--- config.mk ---
export PLATFORM = sky130hd
export DESIGN_NAME = mem_bus_arbiter
export DESIGN_NICKNAME = d
export VERILOG_FILES = /design/src/rtl/mem_bus_arbiter_pkg.sv /design/src/rtl/mem_arb_watchdog.sv /design/src/rtl/mem_bus_arbiter.sv
export SDC_FILE = /design/constraint.sdc
export NUM_CORES = 1
export LEC_CHECK = 0
export CORE_MARGIN = 10
export CORE_UTILIZATION = 42
export DETAILED_ROUTE_END_ITERATION = 10
export PLACE_DENSITY = 0.9
export SYNTH_ARGS = -nofsm -noshare
export SYNTH_HDL_FRONTEND = slang
export SYNTH_HIERARCHICAL = 1
export SYNTH_SLANG_ARGS = --single-unit
--- constraint.sdc ---
create_clock -name i_clk -period 5.4 [get_ports i_clk]
set_clock_uncertainty 0.1 [all_clocks]
set_input_delay 1.08 -clock i_clk [delete_from_list [all_inputs] [get_ports i_clk]]
set_output_delay 1.08 -clock i_clk [all_outputs]
set_load 0.05 [all_outputs]
--- src/rtl/mem_bus_arbiter_pkg.sv ---
// Shared definitions for the memory bus arbiter: data width, FSM state and
// bus-owner encodings, and the load/store streak helper.
package mem_bus_arbiter_pkg;

    localparam int XLEN     = 32;
    localparam int STREAK_W = 4;

    // Fetches always read a full word.
    localparam logic [3:0] BE_FULL = 4'b1111;

    typedef enum logic [1:0] {
        ST_IDLE = 2'd0,
        ST_BUS  = 2'd1,
        ST_RESP = 2'd2
    } arb_state_t;

    typedef enum logic {
        OWN_IF = 1'b0,
        OWN_LS = 1'b1
    } arb_owner_t;

    // Saturating increment of the load/store streak counter.
    function automatic logic [STREAK_W-1:0] streak_inc(
        input logic [STREAK_W-1:0] cur,
        input logic [STREAK_W-1:0] limit
    );
        if (cur >= limit) begin
            return limit;
        end
        return cur + 1'b1;
    endfunction

endpackage

--- src/rtl/mem_arb_watchdog.sv ---
// Bus wait watchdog: counts BUS cycles without an acknowledge and flags a
// timeout on the cycle the count reaches TIMEOUT_CYCLES. Only built when
// MEM_ARB_TIMEOUT_EN is defined.
module mem_arb_watchdog #(
    parameter int unsigned TIMEOUT_CYCLES = 255
) (
    input  logic i_clk,
    input  logic i_rst,
    input  logic i_busy,
    input  logic i_bus_ack,
    output logic o_timeout
);

    // The counter only has to reach TIMEOUT_CYCLES-1: the abort happens on
    // the edge that would otherwise make it TIMEOUT_CYCLES.
    localparam int CNT_W = (TIMEOUT_CYCLES > 2) ? $clog2(TIMEOUT_CYCLES) : 1;
    localparam logic [CNT_W-1:0] CNT_LAST = CNT_W'(TIMEOUT_CYCLES - 1);

    logic [CNT_W-1:0] cnt_reg;
    logic [CNT_W-1:0] cnt_next;

    // Clear outside BUS so every transaction starts from zero; count stalls.
    always_comb begin
        cnt_next = cnt_reg;
        if (!i_busy) begin
            cnt_next = '0;
        end else if (!i_bus_ack && (cnt_reg != CNT_LAST)) begin
            cnt_next = cnt_reg + 1'b1;
        end
    end

    // Counter register.
    always_ff @(posedge i_clk or posedge i_rst) begin
        if (i_rst) begin
            cnt_reg <= '0;
        end else begin
            cnt_reg <= cnt_next;
        end
    end

    // A real acknowledge in the same cycle always wins over the timeout.
    assign o_timeout = i_busy && !i_bus_ack && (cnt_reg == CNT_LAST);

endmodule

--- src/rtl/mem_bus_arbiter.sv ---
// Memory bus arbiter: shares one memory bus between instruction fetch and
// load/store. One transaction at a time, IDLE -> BUS -> RESP. Load/store has
// priority, but after MAX_LS_STREAK consecutive load/store grants with fetch
// waiting, fetch is forced through.
// Optional: define MEM_ARB_TIMEOUT_EN to abort stalled bus cycles with an
// error after TIMEOUT_CYCLES; otherwise both error outputs are tied to 0.
module mem_bus_arbiter
    import mem_bus_arbiter_pkg::*;
#(
    parameter int unsigned MAX_LS_STREAK  = 4,
    parameter int unsigned TIMEOUT_CYCLES = 255
) (
    input  logic            i_clk,
    input  logic            i_rst,
    input  logic            i_if_req,
    input  logic [XLEN-1:0] i_if_addr,
    output logic            o_if_ack,
    output logic [XLEN-1:0] o_if_rdata,
    output logic            o_if_err,
    input  logic            i_ls_req,
    input  logic            i_ls_we,
    input  logic [3:0]      i_ls_be,
    input  logic [XLEN-1:0] i_ls_addr,
    input  logic [XLEN-1:0] i_ls_wdata,
    output logic            o_ls_ack,
    output logic [XLEN-1:0] o_ls_rdata,
    output logic            o_ls_err,
    output logic            o_bus_req,
    output logic            o_bus_we,
    output logic [3:0]      o_bus_be,
    output logic [XLEN-1:0] o_bus_addr,
    output logic [XLEN-1:0] o_bus_wdata,
    input  logic            i_bus_ack,
    input  logic [XLEN-1:0] i_bus_rdata
);

    localparam logic [STREAK_W-1:0] STREAK_MAX = STREAK_W'(MAX_LS_STREAK);

    if ((MAX_LS_STREAK < 1) || (MAX_LS_STREAK > 15)) begin : g_bad_streak
        $error("mem_bus_arbiter: MAX_LS_STREAK must be in 1..15");
    end
    if (TIMEOUT_CYCLES < 1) begin : g_bad_timeout
        $error("mem_bus_arbiter: TIMEOUT_CYCLES must be at least 1");
    end

    arb_state_t           state_reg,     state_next;
    arb_owner_t           owner_reg,     owner_next;
    logic [STREAK_W-1:0]  streak_reg,    streak_next;
    logic                 bus_req_reg,   bus_req_next;
    logic                 bus_we_reg,    bus_we_next;
    logic [3:0]           bus_be_reg,    bus_be_next;
    logic [XLEN-1:0]      bus_addr_reg,  bus_addr_next;
    logic [XLEN-1:0]      bus_wdata_reg, bus_wdata_next;
    logic                 if_ack_reg,    if_ack_next;
    logic [XLEN-1:0]      if_rdata_reg,  if_rdata_next;
    logic                 ls_ack_reg,    ls_ack_next;
    logic [XLEN-1:0]      ls_rdata_reg,  ls_rdata_next;

`ifdef MEM_ARB_TIMEOUT_EN
    logic if_err_reg, if_err_next;
    logic ls_err_reg, ls_err_next;
    logic bus_timeout;

    mem_arb_watchdog #(
        .TIMEOUT_CYCLES (TIMEOUT_CYCLES)
    ) u_watchdog (
        .i_clk     (i_clk),
        .i_rst     (i_rst),
        .i_busy    (state_reg == ST_BUS),
        .i_bus_ack (i_bus_ack),
        .o_timeout (bus_timeout)
    );
`endif

    // Next-state, arbitration and registered-output logic.
    always_comb begin
        state_next     = state_reg;
        owner_next     = owner_reg;
        streak_next    = streak_reg;
        bus_req_next   = bus_req_reg;
        bus_we_next    = bus_we_reg;
        bus_be_next    = bus_be_reg;
        bus_addr_next  = bus_addr_reg;
        bus_wdata_next = bus_wdata_reg;
        if_ack_next    = 1'b0;
        ls_ack_next    = 1'b0;
        if_rdata_next  = if_rdata_reg;
        ls_rdata_next  = ls_rdata_reg;
`ifdef MEM_ARB_TIMEOUT_EN
        if_err_next    = 1'b0;
        ls_err_next    = 1'b0;
`endif
        case (state_reg)
            ST_IDLE: begin
                // Load/store wins unless fetch has waited out a full streak.
                if (i_ls_req && !(i_if_req && (streak_reg == STREAK_MAX))) begin
                    state_next     = ST_BUS;
                    owner_next     = OWN_LS;
                    bus_req_next   = 1'b1;
                    bus_we_next    = i_ls_we;
                    bus_be_next    = i_ls_be;
                    bus_addr_next  = i_ls_addr;
                    bus_wdata_next = i_ls_wdata;
                    streak_next    = i_if_req ? streak_inc(streak_reg, STREAK_MAX) : '0;
                end else if (i_if_req) begin
                    state_next     = ST_BUS;
                    owner_next     = OWN_IF;
                    bus_req_next   = 1'b1;
                    bus_we_next    = 1'b0;
                    bus_be_next    = BE_FULL;
                    bus_addr_next  = i_if_addr;
                    bus_wdata_next = '0;
                    streak_next    = '0;
                end else begin
                    streak_next    = '0;
                end
            end
            ST_BUS: begin
                // Payload stays frozen until the slave acknowledges.
                if (i_bus_ack) begin
                    state_next   = ST_RESP;
                    bus_req_next = 1'b0;
                    if (owner_reg == OWN_IF) begin
                        if_ack_next   = 1'b1;
                        if_rdata_next = i_bus_rdata;
                    end else begin
                        ls_ack_next   = 1'b1;
                        ls_rdata_next = i_bus_rdata;
                    end
                end
`ifdef MEM_ARB_TIMEOUT_EN
                else if (bus_timeout) begin
                    state_next   = ST_RESP;
                    bus_req_next = 1'b0;
                    if (owner_reg == OWN_IF) begin
                        if_ack_next   = 1'b1;
                        if_err_next   = 1'b1;
                        if_rdata_next = '0;
                    end else begin
                        ls_ack_next   = 1'b1;
                        ls_err_next   = 1'b1;
                        ls_rdata_next = '0;
                    end
                end
`endif
            end
            ST_RESP: begin
                // Ack is visible this cycle; the requester drops req next.
                state_next = ST_IDLE;
            end
            default: begin
                state_next = ST_IDLE;
            end
        endcase
    end

    // State and output registers.
    always_ff @(posedge i_clk or posedge i_rst) begin
        if (i_rst) begin
            state_reg     <= ST_IDLE;
            owner_reg     <= OWN_IF;
            streak_reg    <= '0;
            bus_req_reg   <= 1'b0;
            bus_we_reg    <= 1'b0;
            bus_be_reg    <= '0;
            bus_addr_reg  <= '0;
            bus_wdata_reg <= '0;
            if_ack_reg    <= 1'b0;
            if_rdata_reg  <= '0;
            ls_ack_reg    <= 1'b0;
            ls_rdata_reg  <= '0;
        end else begin
            state_reg     <= state_next;
            owner_reg     <= owner_next;
            streak_reg    <= streak_next;
            bus_req_reg   <= bus_req_next;
            bus_we_reg    <= bus_we_next;
            bus_be_reg    <= bus_be_next;
            bus_addr_reg  <= bus_addr_next;
            bus_wdata_reg <= bus_wdata_next;
            if_ack_reg    <= if_ack_next;
            if_rdata_reg  <= if_rdata_next;
            ls_ack_reg    <= ls_ack_next;
            ls_rdata_reg  <= ls_rdata_next;
        end
    end

`ifdef MEM_ARB_TIMEOUT_EN
    // Error flags, valid alongside the owner's ack.
    always_ff @(posedge i_clk or posedge i_rst) begin
        if (i_rst) begin
            if_err_reg <= 1'b0;
            ls_err_reg <= 1'b0;
        end else begin
            if_err_reg <= if_err_next;
            ls_err_reg <= ls_err_next;
        end
    end

    assign o_if_err = if_err_reg;
    assign o_ls_err = ls_err_reg;
`else
    assign o_if_err = 1'b0;
    assign o_ls_err = 1'b0;
`endif

    assign o_bus_req   = bus_req_reg;
    assign o_bus_we    = bus_we_reg;
    assign o_bus_be    = bus_be_reg;
    assign o_bus_addr  = bus_addr_reg;
    assign o_bus_wdata = bus_wdata_reg;
    assign o_if_ack    = if_ack_reg;
    assign o_if_rdata  = if_rdata_reg;
    assign o_ls_ack    = ls_ack_reg;
    assign o_ls_rdata  = ls_rdata_reg;

endmodule
==> metrics, run 1 <==
result of the run finished, final reports clean; final hold violation count 0; remaining global-route overflow 0; internal power consumption roughly 3.8 mW; PostCTS Resize Cnt 0; worst hold path endpoint o_if_rdata[27]$_DFFE_PP0P_; Setup Crit Path Kind in2reg; Die Wd 141 um; post-placement worst setup slack roughly 1.2 ns; average detailed-routed wire length per instance between 20 and 25 um; final worst-path cycle share a little over two thirds; power density over cell area about 760 nW/um^2; Row Count between 40 and 50; flip-flop cell with the highest count after synthesis dfrtp_1; first-pass GRT wire length ~31 mm; portion of total power attributed to sequential cells about a quarter; via count approximately 4800; CTS Buffer Depth 2; final HPWL from detailed placement 14.3 mm; Post-layout nets between 800 and 900; terminus of the critical flop-to-flop path o_bus_wdata[2]$_DFFE_PP0P_; number of max-cap violations 0; fraction of registers with async set/reset between 90% and 100%; launch instance of the worst register-to-register path state_reg[0]$_DFFE_PP0P_; Clock Tree Root clkbuf_16; worst supply voltage drop on vdd 0.331 mV; DRC violations left 0; type of element capturing the critical path flop; final hold slack about 0.39 ns; RSZ-0062 raised after global routing no; largest area contributor in the netlist dfrtp_1; first drt pass iteration count 4; worst slew pin tran around 1.3 ns; Synth area leaders dfrtp_1 (58%), o221ai_2 (7.3%), mux2_4 (7.0%), mux2_1 (6.4%), a22o_1 (4.7%); number of warnings printed during yosys synthesis 6; Post-Route Utilization 66.0%; critical path arrival between 3 and 4 ns; final weighted congestion in routability-driven placement roughly 0.8; I/O Buffers between 200 and 300; summed negative setup slack over all endpoints 0 ns; number of stages on the worst hold path 1; Layout area overhead 54.2%; FF+latch area between 3000 and 4000 um^2; CTS clk-pin slew, worst paths ~0.06 ns; H-Tree Depth 4; instance area at placement just under 9000 um^2; share of the synthesized area in the top cell type around 58%; Setup crit start i_ls_req; overall routed net length around 20 mm; worst slew margin relative to its limit approximately 16%; area occupied by multi-input gates approximately 2200 um^2; antenna diode instance count 0; Placed Cells incl. Taps 868; Vias/cell roughly 5.3; EDFF count, synth 0; pin count of the biggest net entering global routing 112; area of all placed cells without fillers ~9600 um^2; Die Span Y 141 um; mean post-synth cell area between 10 and 15 um^2; post-CTS setup buffers 0; reported net switching power roughly 3.4 mW; minimum setup slack among reg-to-reg paths roughly 2.7 ns; leakage power total between 4 and 5 nW; critical path fanouts, max 38; FF+latch count, synth ~140; worst hold start o_if_rdata[27]$_DFFE_PP0P_; starting density of the core between 40% and 50%; clock tree from TritonCTS done; Final Max Tran Viols 0; setup slack of the critical path after layout ~1.6 ns; Die Footprint between 20000 and 25000 um^2; Fmax 263 MHz; register area share after synthesis between 50 and 60%; number of standard cells in the layout, taps in and fillers out 900; initial detailed-routing violation count around 240; cell count after synthesis 448; Final Setup Violations 0; overall power after layout 7.25 mW; fraction of power consumed by combinational cells a little under three fifths; hold buffers post-CTS 0; share of post-route cells with drive strength above 1 between 10% and 20%; startpoint class of the critical path input port; Yosys cell types 35; clock share of power roughly 18%; number of filler instances in the final layout 1025; clock buffers created by TritonCTS 17; required time of the critical path around 5.6 ns; Post-Synthesis Cell Area between 6000 and 7000 um^2; antenna violations before repair 0; switching power share of the total a little under half; Clock Sink Count 143; worst min-delay path class reg2reg; Core Footprint around 14000 um^2; number of nets with antenna violations after detailed routing 0; Skew-Pair Late Insertion Delay 0.41 ns; depth of the most critical reg-to-reg path 4; global-route usage over all layers between 10% and 20%; via count of the first global-routing pass ~5300; fin crit period about 3.8 ns; I/O Pins about 280
[cells by family (layout without fill, tap and decap cells)]
logic type	Yosys count	in the layout	synth area share, %
flops	143	143	57.7
simple gates	83	83	8.23
buf+inv	79	346	6.74
compound gates	76	76	13.5
mux	64	64	13.4
fa+ha+maj	2	2	0.404
other cells	1	2	0.0605
[power groups by stage]
| stage | Sequential [mW] | Clock, mW | Combinational, mW |
|---|---|---|---|
| CTS | 1.91 | 1.29 | 4.11 |
| global placement | 1.88 | 0 | 4.01 |
| finish | 1.91 | 1.27 | 4.07 |
| global route | 1.97 | 1.33 | 4.26 |
| detailed placement | 1.91 | 0 | 4.09 |
| floorplan | 3.56 | 0 | 1.09 |
[metal layers]
layer | wire [um] | up-vias | global-route usage (%)
met1 | 8320 | 2396 | 24.2
met3 | 1680 | 22 | 7.28
met5 | 0 | - | 0
met4 | 299 | 0 | 5.38
met2 | 9630 | 244 | 31.3
li1 | - | 2146 | -
[cell usage after synthesis, types with 2 or more instances]
cell / count
dfrtp_1: 143
inv_1: 36
mux2_1: 35
nand3_1: 34
a22o_1: 33
nand4_1: 32
o221ai_2: 30
mux2_4: 29
clkbuf_1: 16
buf_6: 12
buf_2: 7
buf_4: 6
o22a_1: 4
nand2_1: 3
and2_1: 2
ha_1: 2
inv_2: 2
nor2_4: 2
o21ai_1: 2
o221ai_1: 2
or2_1: 2
[worst max-delay path by stage]
stage          slack (ns)                     endpoint  cells after the start
3_3_place_gp         1.31  o_bus_wdata[23]$_DFFE_PP0P_                      5
5_1_grt              1.44  o_bus_wdata[31]$_DFFE_PP0P_                      5
3_5_place_dp         1.22  o_bus_wdata[31]$_DFFE_PP0P_                      5
6_report             1.60   o_bus_wdata[2]$_DFFE_PP0P_                      5
4_1_cts              1.65   o_bus_wdata[2]$_DFFE_PP0P_                      5
2_1_floorplan        0.38    o_bus_addr[0]$_DFFE_PP0P_                      1
[layout by cell type, fill, tap and decap left out, drive strengths merged]
cell / count
or2: 2
nand4b: 1
dfrtp: 143
mux2: 64
conb: 2
buf: 3
a21oi: 1
and3: 1
clkinv: 2
nand3b: 2
o221ai: 32
inv: 43
clkbuf: 18
bufinv: 4
nor2: 2
nand3: 34
nand4: 32
ha: 2
a22o: 33
o31ai: 1
clkdlybuf4s50: 273
nand2: 5
and2: 3
a31oi: 1
a21o: 1
o22a: 4
clkinvlp: 3
o22ai: 1
o21ai: 2
nand2b: 1
[worst max-delay path, cell delays in order]
cell and delay, ns:
clkdlybuf4s50_1 0.45, buf_4 0.35, or2_1 1.00, nand2_2 0.71, a22o_1 0.38
[layout make-up]
class / instances / area share (%)
inverters: 38 / 1.54
flip-flops and latches: 143 / 37.4
well taps: 184 / 2.41
clock buffers: 18 / 4.59
clock inverters: 14 / 2.12
multi-input cells: 227 / 23.1
repair buffers: 276 / 28.8
No activity file was read; power rests on OpenSTA's default activity.
==> run 2, diff against run 1 <==
- CORE_UTILIZATION: 42 -> 38
- PLACE_DENSITY: 0.9 -> 0.87
- clock period: 5.4 -> 3 ns (I/O delays scaled with it)
==> metrics, run 2 (same netlist as run 1, synthesis figures left out) <==
result of the run finished, final reports clean (unchanged); Vias/cell 5.08 (was 5.34); Critical Path Max Stage Delay 0.84 ns (was 1.00 ns); highest-count cells in the layout ignoring fill and taps clkdlybuf4s50_1 (273), dfrtp_1 (143), inv_1 (35), mux2_1 (35), nand3_1 (34) (unchanged); worst slew margin relative to its limit 53.6% (was 16.1%); Skew-Pair Late Insertion Delay 0.40 ns (was 0.41 ns); final hold violation count 0 (unchanged); pin count of the biggest net entering global routing 56 (was 112); switching power share of the total 47.3% (was 47.1%); final HPWL from detailed placement 14.7 mm (was 14.3 mm); Die Footprint 21800 um^2 (was 20000 um^2); antenna diode instance count 0 (unchanged); chain of cells forming the critical path clkdlybuf4s50_1 (was clkdlybuf4s50_1 -> buf_4 -> or2_1 -> nand2_2 -> a22o_1); required time of the critical path 2.30 ns (was 5.59 ns); global-route usage over all layers 17.8% (was 19.5%); hold buffers post-CTS 0 (unchanged); Setup Crit Path Kind reg2out (was in2reg); Fmax 428 MHz; clock tree from TritonCTS done (unchanged); first drt pass iteration count 4 (unchanged); Post-layout nets 853 (was 843); PostCTS Resize Cnt 0 (unchanged); average detailed-routed wire length per instance 20.9 um (was 22.2 um); Core Footprint 15900 um^2 (was 14500 um^2); CTS clk-pin slew, worst paths 0.06 ns (about the same); DRC violations left 0 (unchanged); final weighted congestion in routability-driven placement 0.783 (was 0.822); post-CTS setup buffers 0 (unchanged); dominant delay contributor by cell family on the critical path buffers and inverters (was simple AND/OR/NAND/NOR gates); final hold slack 0.385 ns (was 0.386 ns); worst path bufs/invs 1 (was 2); via count 4787 (was 4808); number of filler instances in the final layout 1227 (was 1025); Layout area overhead 56.2% (was 54.2%); worst min-delay path class reg2reg (unchanged); critical path arrival 1.64 ns (was 3.99 ns); Final Max Tran Viols 0 (unchanged); internal power consumption 6.85 mW (was 3.84 mW); fin crit period 2.34 ns; first-pass GRT wire length 30.7 mm (was 31.1 mm); commonest non-fill, non-tap cell in the layout clkdlybuf4s50_1 (unchanged); antenna violations before repair 0 (unchanged); fraction of power consumed by combinational cells 56.8% (was 56.1%); H-Tree Depth 4 (unchanged); I/O Pins 276 (unchanged); remaining global-route overflow 0 (unchanged); reported net switching power 6.16 mW (was 3.41 mW); Clock Sink Count 143 (unchanged); final worst-path cycle share 77.8%; Die Wd 148 um (was 141 um); leakage power total 4.16 nW (was 4.11 nW); number of max-cap violations 0 (unchanged); worst supply voltage drop on vdd 0.906 mV (was 0.331 mV); Critical Path Slowest Stage Cell clkdlybuf4s50_1 (was or2_1); RSZ-0062 raised after global routing no (unchanged); critical path fanouts, max 2 (was 38); share of post-route cells with drive strength above 1 15.8% (was 14.7%); I/O Buffers 273 (unchanged); Die Span Y 148 um (was 141 um); via count of the first global-routing pass 5232 (was 5273); Final Setup Violations 0 (unchanged); summed negative setup slack over all endpoints 0 ns (unchanged); power density over cell area 1340 nW/um^2 (was 759 nW/um^2); starting density of the core 38.9% (was 42.8%); clock buffers created by TritonCTS 17 (unchanged); CTS Buffer Depth 2 (unchanged); portion of total power attributed to sequential cells 26.1% (was 26.4%); Clock Tree Root clkbuf_16 (unchanged); number of nets with antenna violations after detailed routing 0 (unchanged); clock share of power 17.1% (was 17.5%); type of element capturing the critical path output port (was flop); Row Count 46 (was 44); worst slew pin tran 0.693 ns (was 1.26 ns); startpoint class of the critical path flop (was input port); overall routed net length 19.7 mm (was 19.9 mm); initial detailed-routing violation count 208 (was 239)
run 2: final cells by class:
| type | instances | area [um^2] | area share [%] |
|---|---|---|---|
| Tap cell | 216 | 270 | 2.79 |
| Clock inverter | 15 | 200 | 2.07 |
| Multi-Input combinational cell | 227 | 2210 | 22.8 |
| Clock buffer | 17 | 425 | 4.39 |
| Inverter | 38 | 146 | 1.51 |
| Sequential cell | 143 | 3580 | 37.0 |
| Timing Repair Buffer | 286 | 2860 | 29.5 |
run 2: path summary, 6_finish.rpt:
kind                                                    to  cells after the start  slack [ns]                  startpoint
worst min-delay path            o_if_rdata[21]$_DFFE_PP0P_                      1        0.38  o_if_rdata[21]$_DFFE_PP0P_
worst max-delay path                        o_if_rdata[22]                      1        0.66  o_if_rdata[22]$_DFFE_PP0P_
min in group asynchronous       o_bus_wdata[3]$_DFFE_PP0P_                      2        0.52                       i_rst
max in group asynchronous       o_bus_addr[18]$_DFFE_PP0P_                      3        1.59                       i_rst
worst min register to register  o_if_rdata[21]$_DFFE_PP0P_                      1        0.38  o_if_rdata[21]$_DFFE_PP0P_
worst max register to register  o_bus_wdata[6]$_DFFE_PP0P_                      5        1.06    state_reg[0]$_DFFE_PP0P_
run 2: through the flow:
stage | setup WS [ns] | util (%) | area, um^2 | total power [mW] | instances
after CTS | 0.615 | 60.7 | 9680 | 13.1 | 942
after global routing | 0.622 | 60.7 | 9680 | 13.6 | 942
after global placement | 0.518 | 56.8 | 9060 | 10.7 | 910
after detailed placement | 0.450 | 56.8 | 9060 | 10.8 | 910
final | 0.665 | 60.7 | 9680 | 13.0 | 942
after floorplan | 0.509 | - | 6210 | 8.36 | 449
run 2: metal layers:
layer	vias to the layer above	global-route usage (%)	share of wire [%]
li1	2176	-	-
met1	2359	20.6	41
met2	218	29.4	49
met3	34	6.53	8.2
met4	0	6.64	2.5
met5	-	0	0
run 2: power by group through the flow:
stage | Combinational, mW | Sequential [mW] | Clock [mW]
4_1_cts | 7.47 | 3.39 | 2.27
3_3_place_gp | 7.31 | 3.35 | 0
5_1_grt | 7.72 | 3.50 | 2.36
3_5_place_dp | 7.45 | 3.40 | 0
2_1_floorplan | 1.96 | 6.40 | 0
6_report | 7.39 | 3.39 | 2.23
==> run 3, diff against run 2 <==
- clock period: 3 -> 1.9 ns (I/O delays scaled with it)
==> metrics, run 3 (same netlist as run 1, synthesis figures left out) <==
result of the run finished, final reports clean (unchanged); Worst path most repeated cell buf_12; first drt pass iteration count 5 (was 4); Skew-Pair Late Insertion Delay 0.41 ns (was 0.40 ns); Die Footprint 21800 um^2 (unchanged); chain of cells forming the critical path inv_1 -> ha_1 -> nand4b_4 -> buf_12 -> and2_2 -> buf_12 -> o221ai_1 (was clkdlybuf4s50_1); worst path bufs/invs 3 (was 1); Post-layout nets 867 (was 853); Clock Tree Root clkbuf_16 (unchanged); clock buffers created by TritonCTS 17 (unchanged); starting density of the core 38.9% (unchanged); critical path arrival 1.94 ns (was 1.64 ns); dominant delay contributor by cell family on the critical path flip-flops (was buffers and inverters); clock tree from TritonCTS done (unchanged); Post-Route Utilization 60.0% (was 60.7%); via count of the first global-routing pass 5309 (was 5232); Met3 Wirelength 1.53 mm (was 1.61 mm); Critical Path Slowest Stage Cell dfrtp_1 (was clkdlybuf4s50_1); Final Setup Violations 0 (unchanged); Setup crit start streak_reg[0]$_DFFE_PP0N_ (was o_if_rdata[22]$_DFFE_PP0P_); global-route usage over all layers 17.0% (was 17.8%); highest-count cells in the layout ignoring fill and taps buf_4 (151), dfrtp_1 (143), clkdlybuf4s50_1 (137) (was clkdlybuf4s50_1 (273), dfrtp_1 (143), inv_1 (35), mux2_1 (35), nand3_1 (34)); startpoint class of the critical path flop (unchanged); commonest non-fill, non-tap cell in the layout buf_4 (was clkdlybuf4s50_1); Row Count 46 (unchanged); initial detailed-routing violation count 179 (was 208); Core Footprint 15900 um^2 (unchanged); post-placement worst setup slack -0.0995 ns (was 0.450 ns); via count 4821 (was 4787); CTS Buffer Depth 2 (unchanged); remaining global-route overflow 0 (unchanged); H-Tree Depth 4 (unchanged); type of element capturing the critical path flop (was output port); critical path fanouts, max 17 (was 2); Die Wd 148 um (unchanged); PostCTS Resize Cnt 0 (unchanged); antenna violations before repair 0 (unchanged); worst min-delay path class in2async (was reg2reg); top layer used by detailed routing met4 (unchanged); final worst-path cycle share about nine tenths; required time of the critical path 2.13 ns (was 2.30 ns); average detailed-routed wire length per instance 20.1 um (was 20.9 um); Layout area overhead 54.2% (was 56.2%); launch instance of the worst register-to-register path streak_reg[0]$_DFFE_PP0N_ (was state_reg[0]$_DFFE_PP0P_); Vias/cell 5.04 (was 5.08); pin count of the biggest net entering global routing 85 (was 56); number of nets with antenna violations after detailed routing 0 (unchanged); power density over cell area 2110 nW/um^2 (was 1340 nW/um^2); final hold violation count 0 (unchanged); first-pass GRT wire length 29.7 mm (was 30.7 mm); Setup Crit Path Kind reg2reg (was reg2out); hold buffers post-CTS 0 (unchanged); I/O Pins 276 (unchanged); I/O Buffers 273 (unchanged); final hold slack 0.323 ns (was 0.385 ns); minimum setup slack among reg-to-reg paths 0.19 ns (was 1.06 ns); RSZ-0062 raised after global routing no (unchanged); detailed-routing wirelength on met1 8.03 mm (was 8.01 mm); met2 wire length 9.34 mm (was 9.56 mm); Final Max Tran Viols 0 (unchanged); share of post-route cells with drive strength above 1 35.8% (was 15.8%); Critical Path Max Stage Delay 0.41 ns (was 0.84 ns); summed negative setup slack over all endpoints 0 ns (unchanged); Die Span Y 148 um (unchanged); Clock Sink Count 143 (unchanged); DRC violations left 0 (unchanged); antenna diode instance count 0 (unchanged); post-CTS setup buffers 0 (unchanged); final weighted congestion in routability-driven placement 0.770 (was 0.783); setup slack of the critical path after layout 0.191 ns (was 0.665 ns); final HPWL from detailed placement 14.5 mm (was 14.7 mm); overall routed net length 19.2 mm (was 19.7 mm); leakage power total 4.41 nW (was 4.16 nW); number of max-cap violations 0 (unchanged); worst supply voltage drop on vdd 1.14 mV (was 0.906 mV); fin crit period about 1.7 ns; Fmax 585 MHz; CTS clk-pin slew, worst paths 0.06 ns (about the same)
==> run 3: cell count changes in the layout (fill, tap and decap cells not counted), sizes merged <==
cell,delta
clkdlybuf4s50,-136
bufinv,-1
buf,+150
clkinv,-2
clkbuf,+1
clkinvlp,+1
inv,+1
==> run 3: area by class of cell <==
cell class	count	area, um^2
repair buffers	300	2750
flip-flops and latches	143	3580
clock buffers	18	439
clock inverters	14	173
fillers	1245	6380
inverters	38	146
well taps	216	270
multi-input cells	227	2210
==> run 3: report_power, final <==
group	total, mW	leakage, nW	switching, mW	internal [mW]
logic	11.4	2.38	7.46	3.93
registers	5.37	1.74	0.883	4.49
clock network	3.42	0.294	1.40	2.02
total	20.2	4.41	9.75	10.4
==> run 3: worst paths after layout <==
| check | end | depth (start not counted) |
|---|---|---|
| setup / recovery | o_bus_addr[29]$_DFFE_PP0P_ | 7 |
| hold / removal | owner_reg$_DFFE_PP0P_ | 3 |
| setup reg to reg | o_bus_addr[29]$_DFFE_PP0P_ | 7 |
| hold reg to reg | o_if_rdata[26]$_DFFE_PP0P_ | 1 |
| max in group asynchronous | o_if_rdata[19]$_DFFE_PP0P_ | 3 |
| min in group i_clk | o_if_rdata[26]$_DFFE_PP0P_ | 1 |
==> run 3: tightest hold or removal path: cells and delay by family <==
family | cells | cell delay, ns
buffers and inverters | 3 | 0.84
==> run 3: metrics by stage <==
stage                     total power [mW]  area (um^2)  std cells
after global routing                  21.1         9560        956
after detailed placement              16.9         8950        924
after CTS                             20.4         9560        956
final                                 20.2         9560        956
after floorplan                       13.2         6210        449
after global placement                16.6         8950        924
==> run 3: routing by layer <==
metal,global-route usage (%),vias up
met5,0,-
met4,4.36,0
met3,6.29,20
met2,28.3,212
met1,20.3,2384
li1,-,2205
